File: src/rtl/jit_template_emitter.sv
// Multi-word ARM template sequencer: reads a run of words from a synchronous ROM,
// patches condition / imm fields, and streams them through a 2-entry output FIFO.
module jit_template_emitter #(
    parameter int ADDR_W  = 7,
    parameter int DATA_W  = 32,
    parameter int LEN_W   = 4,
    parameter int PATCH_W = 24
) (
    input  logic               clk,
    input  logic               rst_n,
    input  logic               req_valid,
    output logic               req_ready,
    input  logic [ADDR_W-1:0]  req_base,
    input  logic [LEN_W-1:0]   req_len,
    input  logic               req_cond_en,
    input  logic [3:0]         req_cond,
    input  logic               req_patch_en,
    input  logic [LEN_W-1:0]   req_patch_idx,
    input  logic [PATCH_W-1:0] req_patch_val,
    output logic               rom_en,
    output logic [ADDR_W-1:0]  rom_addr,
    input  logic [DATA_W-1:0]  rom_data,
    output logic               out_valid,
    input  logic               out_ready,
    output logic [DATA_W-1:0]  out_data,
    output logic               out_last,
    output logic               err_len0,
    output logic               o_dbg_state
);

    // Handshakes: a transfer happens on a rising edge where valid and ready are both
    // high; valid never depends on ready, and a raised out_valid holds its data until taken.

    typedef enum logic {
        ST_IDLE = 1'b0,
        ST_RUN  = 1'b1
    } state_t;

    state_t              r_state;
    logic [ADDR_W-1:0]   r_base;
    logic [LEN_W-1:0]    r_len;
    logic                r_cond_en;
    logic [3:0]          r_cond;
    logic                r_patch_en;
    logic [LEN_W-1:0]    r_patch_idx;
    logic [PATCH_W-1:0]  r_patch_val;
    logic [LEN_W-1:0]    r_issue_cnt;
    logic [LEN_W-1:0]    r_rd_k;
    logic                r_inflight;
    logic                r_err_len0;

    logic [DATA_W-1:0]   r_fifo_data [2];
    logic                r_fifo_last [2];
    logic                r_wr_ptr;
    logic                r_rd_ptr;
    logic [1:0]          r_count;

    logic                w_accept;
    logic                w_pop;
    logic                w_issue;
    logic [2:0]          w_pending;
    logic [DATA_W-1:0]   w_word;
    logic                w_word_last;

    assign req_ready   = (r_state == ST_IDLE);
    assign w_accept    = req_valid && req_ready;
    assign out_valid   = (r_count != 2'd0);
    assign out_data    = r_fifo_data[r_rd_ptr];
    assign out_last    = r_fifo_last[r_rd_ptr];
    assign w_pop       = out_valid && out_ready;
    assign err_len0    = r_err_len0;
    assign o_dbg_state = r_state;

    // Buffered plus in-flight words may not exceed the two FIFO slots after this edge.
    assign w_pending = 3'(r_count) + 3'(r_inflight);
    assign w_issue   = (r_state == ST_RUN) && (r_issue_cnt != r_len) &&
                       ((w_pending - 3'(w_pop)) < 3'd2);

    assign rom_en   = w_issue;
    assign rom_addr = r_base + ADDR_W'(r_issue_cnt);

    always_comb begin
        w_word = rom_data;
        if (r_patch_en && (r_rd_k == r_patch_idx)) begin
            w_word[PATCH_W-1:0] = r_patch_val;
        end
        if (r_cond_en) begin
            w_word[DATA_W-1 -: 4] = r_cond;
        end
        w_word_last = (r_rd_k == (r_len - LEN_W'(1)));
    end

    always_ff @(posedge clk or negedge rst_n) begin
        if (!rst_n) begin
            r_state     <= ST_IDLE;
            r_base      <= '0;
            r_len       <= '0;
            r_cond_en   <= 1'b0;
            r_cond      <= '0;
            r_patch_en  <= 1'b0;
            r_patch_idx <= '0;
            r_patch_val <= '0;
            r_issue_cnt <= '0;
            r_rd_k      <= '0;
            r_inflight  <= 1'b0;
            r_err_len0  <= 1'b0;
        end else begin
            r_err_len0 <= w_accept && (req_len == '0);
            r_inflight <= w_issue;
            case (r_state)
                ST_IDLE: begin
                    if (w_accept && (req_len != '0)) begin
                        r_state     <= ST_RUN;
                        r_base      <= req_base;
                        r_len       <= req_len;
                        r_cond_en   <= req_cond_en;
                        r_cond      <= req_cond;
                        r_patch_en  <= req_patch_en;
                        r_patch_idx <= req_patch_idx;
                        r_patch_val <= req_patch_val;
                        r_issue_cnt <= '0;
                        r_rd_k      <= '0;
                    end
                end
                ST_RUN: begin
                    if (w_issue) begin
                        r_issue_cnt <= r_issue_cnt + LEN_W'(1);
                        r_rd_k      <= r_issue_cnt;
                    end
                    if (w_pop && out_last) begin
                        r_state <= ST_IDLE;
                    end
                end
                default: r_state <= ST_IDLE;
            endcase
        end
    end

    always_ff @(posedge clk or negedge rst_n) begin
        if (!rst_n) begin
            r_fifo_data[0] <= '0;
            r_fifo_data[1] <= '0;
            r_fifo_last[0] <= 1'b0;
            r_fifo_last[1] <= 1'b0;
            r_wr_ptr       <= 1'b0;
            r_rd_ptr       <= 1'b0;
            r_count        <= 2'd0;
        end else begin
            if (r_inflight) begin
                r_fifo_data[r_wr_ptr] <= w_word;
                r_fifo_last[r_wr_ptr] <= w_word_last;
                r_wr_ptr              <= ~r_wr_ptr;
            end
            if (w_pop) begin
                r_rd_ptr <= ~r_rd_ptr;
            end
            case ({r_inflight, w_pop})
                2'b10:   r_count <= r_count + 2'd1;
                2'b01:   r_count <= r_count - 2'd1;
                default: r_count <= r_count;
            endcase
        end
    end

endmodule
File: config.mk
export PLATFORM = sky130hd
export DESIGN_NAME = jit_template_emitter
export DESIGN_NICKNAME = d
export VERILOG_FILES = /design/src/rtl/jit_template_emitter.sv
export SDC_FILE = /design/constraint.sdc
export NUM_CORES = 1
export LEC_CHECK = 0
export ABC_AREA = 0
export ABC_CLOCK_PERIOD_IN_PS = 3150
export BUFFER_PORTS_ARGS = -buffer_cell sky130_fd_sc_hd__buf_2
export CAP_MARGIN = 20
export CORE_MARGIN = 2
export CORE_UTILIZATION = 57
export CTS_BUF_LIST = sky130_fd_sc_hd__clkbuf_8
export CTS_CLUSTER_DIAMETER = 50
export DETAILED_ROUTE_END_ITERATION = 6
export GPL_ROUTABILITY_DRIVEN = 0
export PLACE_DENSITY = 0.85
export SLEW_MARGIN = 0
export SYNTH_ARGS = -nofsm -noshare
export SYNTH_HDL_FRONTEND = slang
export SYNTH_SLANG_ARGS = --single-unit
File: constraint.sdc
create_clock -name clk -period 3.15 [get_ports clk]
set_input_delay 0.315 -clock clk [delete_from_list [all_inputs] [get_ports clk]]
set_output_delay 0.315 -clock clk [all_outputs]
set_load 0.02 [all_outputs]
==> results.md <==
- Status: finished, final reports clean
- Via density: 5.786
- Port buffer count: 125
- Synth-to-Final Area Change: 17.66%
- PD cells: 1153 nW/um^2
- CP endpoint kind: output pin
- Die Span X: 106.9 um
- Post-CTS Repair Setup Buffers: 0
- Yosys top cell by area: dfrtp_1
- Headroom to the max-slew limit: 0.3530
- Die area: 11420 um^2
- Ranking of synthesized cells by area: dfrtp_1 (52%), nand2_1 (10%), mux2_2 (6.7%)
- Core Area: 10280 um^2
- Starting Density: 0.5868
- Post-synth ARST share: 1.000
- Place WS: 409.0 ps
- Final Cycle Share: 0.9362
- Worst Skew: 11.41 ps
- Critical Path RT: 2830 ps
- Type of the worst setup path: flip-flop to output pin
- Detail Placement HPWL: 9939 um
- Fill count: 821
- Family with the most delay on the worst path: simple AND/OR/NAND/NOR gates
- Worst-Margin Slew: 970.5 ps
- Post-synth top area share: 0.5228
- Detailed-route via count: 5103
- Final core utilization: 0.6904
- Routed len/inst: 16.96 um
- Post-Syn Nets: 713
- Layout Nets: 822
- Syn Area/Cell: 9.665 um^2
- Die Y: 106.9 um
- Library cells used by synthesis: 38
- Top_reg_cell synth: dfrtp_1
- Drt pass-1 iters: 6
- Fmax: 339.1 MHz
- DRC errors left: 0
- Final setup viols: 0
- ANT cells: 0
- Synthesis Warnings: 0
- Count of flip-flops with a built-in enable after synthesis: 0
- Cells after Synth: 624
- Final Instance Count excl. Fillers: 882
- Synth top cells by count: nand2_1 (163), dfrtp_1 (126), nor2_1 (55), a31oi_1 (48), mux2_2 (36)
- LEAKAGE: 3.363 nW
- CP Cell Sequence: nand2_1, nor2_2, a21oi_1, nand2b_1, fa_1, nand2_1, or3_4, inv_1, buf_2
- Final setup margin: 201.0 ps
- Max VDD drop: 0.7289 mV
- Ports: 126
- Startpoint types: flip-flop
- Clk_lat worst skew: 430 ps
- Num CTS Buffers: 17
- Max Buffers Root-to-Sink: 2
- CP peak stage delay: 510 ps
- Clock Sinks: 126
- Largest net degree at the start of global routing: 68
- Number of DRC markers in iteration 0: 376
- Sequential area share after synthesis: 0.5228
- Std cell rows: 37
- Most frequent CP cell: nand2_1
- Crit-path slowest cell: fa_1
- Slew Viols, Final: 0
- Max FO, Critical Path: 7
- Max H-tree Level: 4
- Final Critical Period: 2949 ps
- Root Driver: clkbuf_8
- CTS tree: done
- Bufs and invs on worst path: 2
- Setup_tns: 0 ps
- Hold Crit Class: input port to flip-flop
- Sequential Area: 3154 um^2
- Vias in the first global route: 5219
- Area of the multi-input gates: 2655 um^2
- Global-route wire length before repair: 24720 um
- Total Wirelength: 14960 um
- Maxcap violations: 0
- Worst-path clk slew: 80 ps
- Top-count cell post-synth: nand2_1
- Synthesized area: 6031 um^2
- Final Hold Vio Count: 0
- Layout cell share with drive strength beyond 1: 0.2882
- Total gr overflow: 0
- Synthesis-stage register bit count: 126
- CP arrival: 2630 ps
- RSZ-0062 raised after global routing: no
- Placed cells: 849
- GRT Overall Usage: 0.2775
- DRT antenna net count: 0
- Antenna violations before repair: 1
==> layer usage <==
layer  track usage  up-vias  routed length, um
met5             0        -                 13
met4        0.1076        2                259
met2        0.4704      206               7682
met1        0.3506     2485               5996
met3       0.05775       28               1011
li1              -     2382                  -
==> state kept, by name, summed over array words and instances, names as in the netlist, 2 cells and up <==
name,flops
r_base,7
r_cond,4
r_count,2
r_fifo_data,64
r_fifo_last,2
r_issue_cnt,4
r_len,4
r_patch_idx,4
r_patch_val,24
r_rd_k,4
==> cell families after synthesis <==
group | count (synthesis) | synth area share
simple gates | 269 | 0.1900
mux | 48 | 0.08714
fa+ha+maj | 8 | 0.01909
compound gates | 99 | 0.1066
xor+xnor | 21 | 0.03050
buf+inv | 53 | 0.04378
flops | 126 | 0.5228
==> power breakdown <==
part / total, mW / switching, mW / internal (mW)
Sequential: 2.92 / 0.536 / 2.38
Clock: 1.27 / 0.656 / 0.616
Combinational: 3.99 / 2.46 / 1.53
Total: 8.18 / 3.65 / 4.53
==> timing repair <==
action | in CTS | in global routing
endpoints found under the hold margin | 59 | 0
hold buffers | 1 | 0
endpoints found under the setup margin | 1 | 1
resized for setup | 1 | 2
==> through the flow <==
stage	hold slack, ps	area (um^2)	power (mW)
3_3_place_gp	436.0	6701	6.656
5_1_grt	56.70	7096	8.753
4_1_cts	56.89	7092	8.198
2_1_floorplan	19.41	6031	5.745
6_report	68.68	7096	8.181
3_5_place_dp	444.2	6716	6.890
==> final cells by class <==
| cell class | count | share of cell area |
|---|---|---|
| Timing Repair Buffer | 135 | 0.1023 |
| Clock inverter | 15 | 0.01781 |
| Tap cell | 136 | 0.02398 |
| Sequential cell | 126 | 0.4445 |
| Multi-Input combinational cell | 445 | 0.3742 |
| Clock buffer | 17 | 0.03297 |
| Inverter | 8 | 0.004232 |
==> cells in the final DEF (no fill, tap or decap), drive strengths merged, types with 2 or more instances in the layout <==
master	count
nor3	2
nand2	163
clkinvlp	5
buf	134
nand4	26
o31ai	24
a21oi	9
nor2b	2
o21ai	10
and2	2
clkinv	8
mux2	36
and4	2
a21o	3
a31oi	48
nand2b	7
ha	6
mux2i	12
xor2	14
or4	3
nand3	3
dfrtp	126
xnor2	7
clkbuf	17
nor2	55
fa	2
inv	9
==> worst register-to-register path: cells and delay by family (launching register included) <==
family / cells / cell delay (ps)
compound gates: 1 / 80
mux: 1 / 130
flops: 1 / 440
fa+ha+maj: 1 / 510
simple gates: 5 / 1020
==> final timing paths <==
kind	start	endpoint	slack (ps)	cells after the start
min in group asynchronous	rst_n	r_fifo_data[42]$_DFFE_PN0P_	500	2
worst max register to register	r_count[1]$_DFFE_PN0P_	r_issue_cnt[3]$_DFFE_PN0P_	870	8
worst min-delay path	req_base[1]	r_base[1]$_DFFE_PN0P_	70	3
max in group asynchronous	rst_n	r_fifo_data[29]$_DFFE_PN0P_	1840	3
worst max-delay path	r_count[1]$_DFFE_PN0P_	rom_en	200	9
worst min register to register	r_patch_val[6]$_DFFE_PN0P_	r_patch_val[6]$_DFFE_PN0P_	480	2
Note: power is estimated with default switching activity, not from simulation.
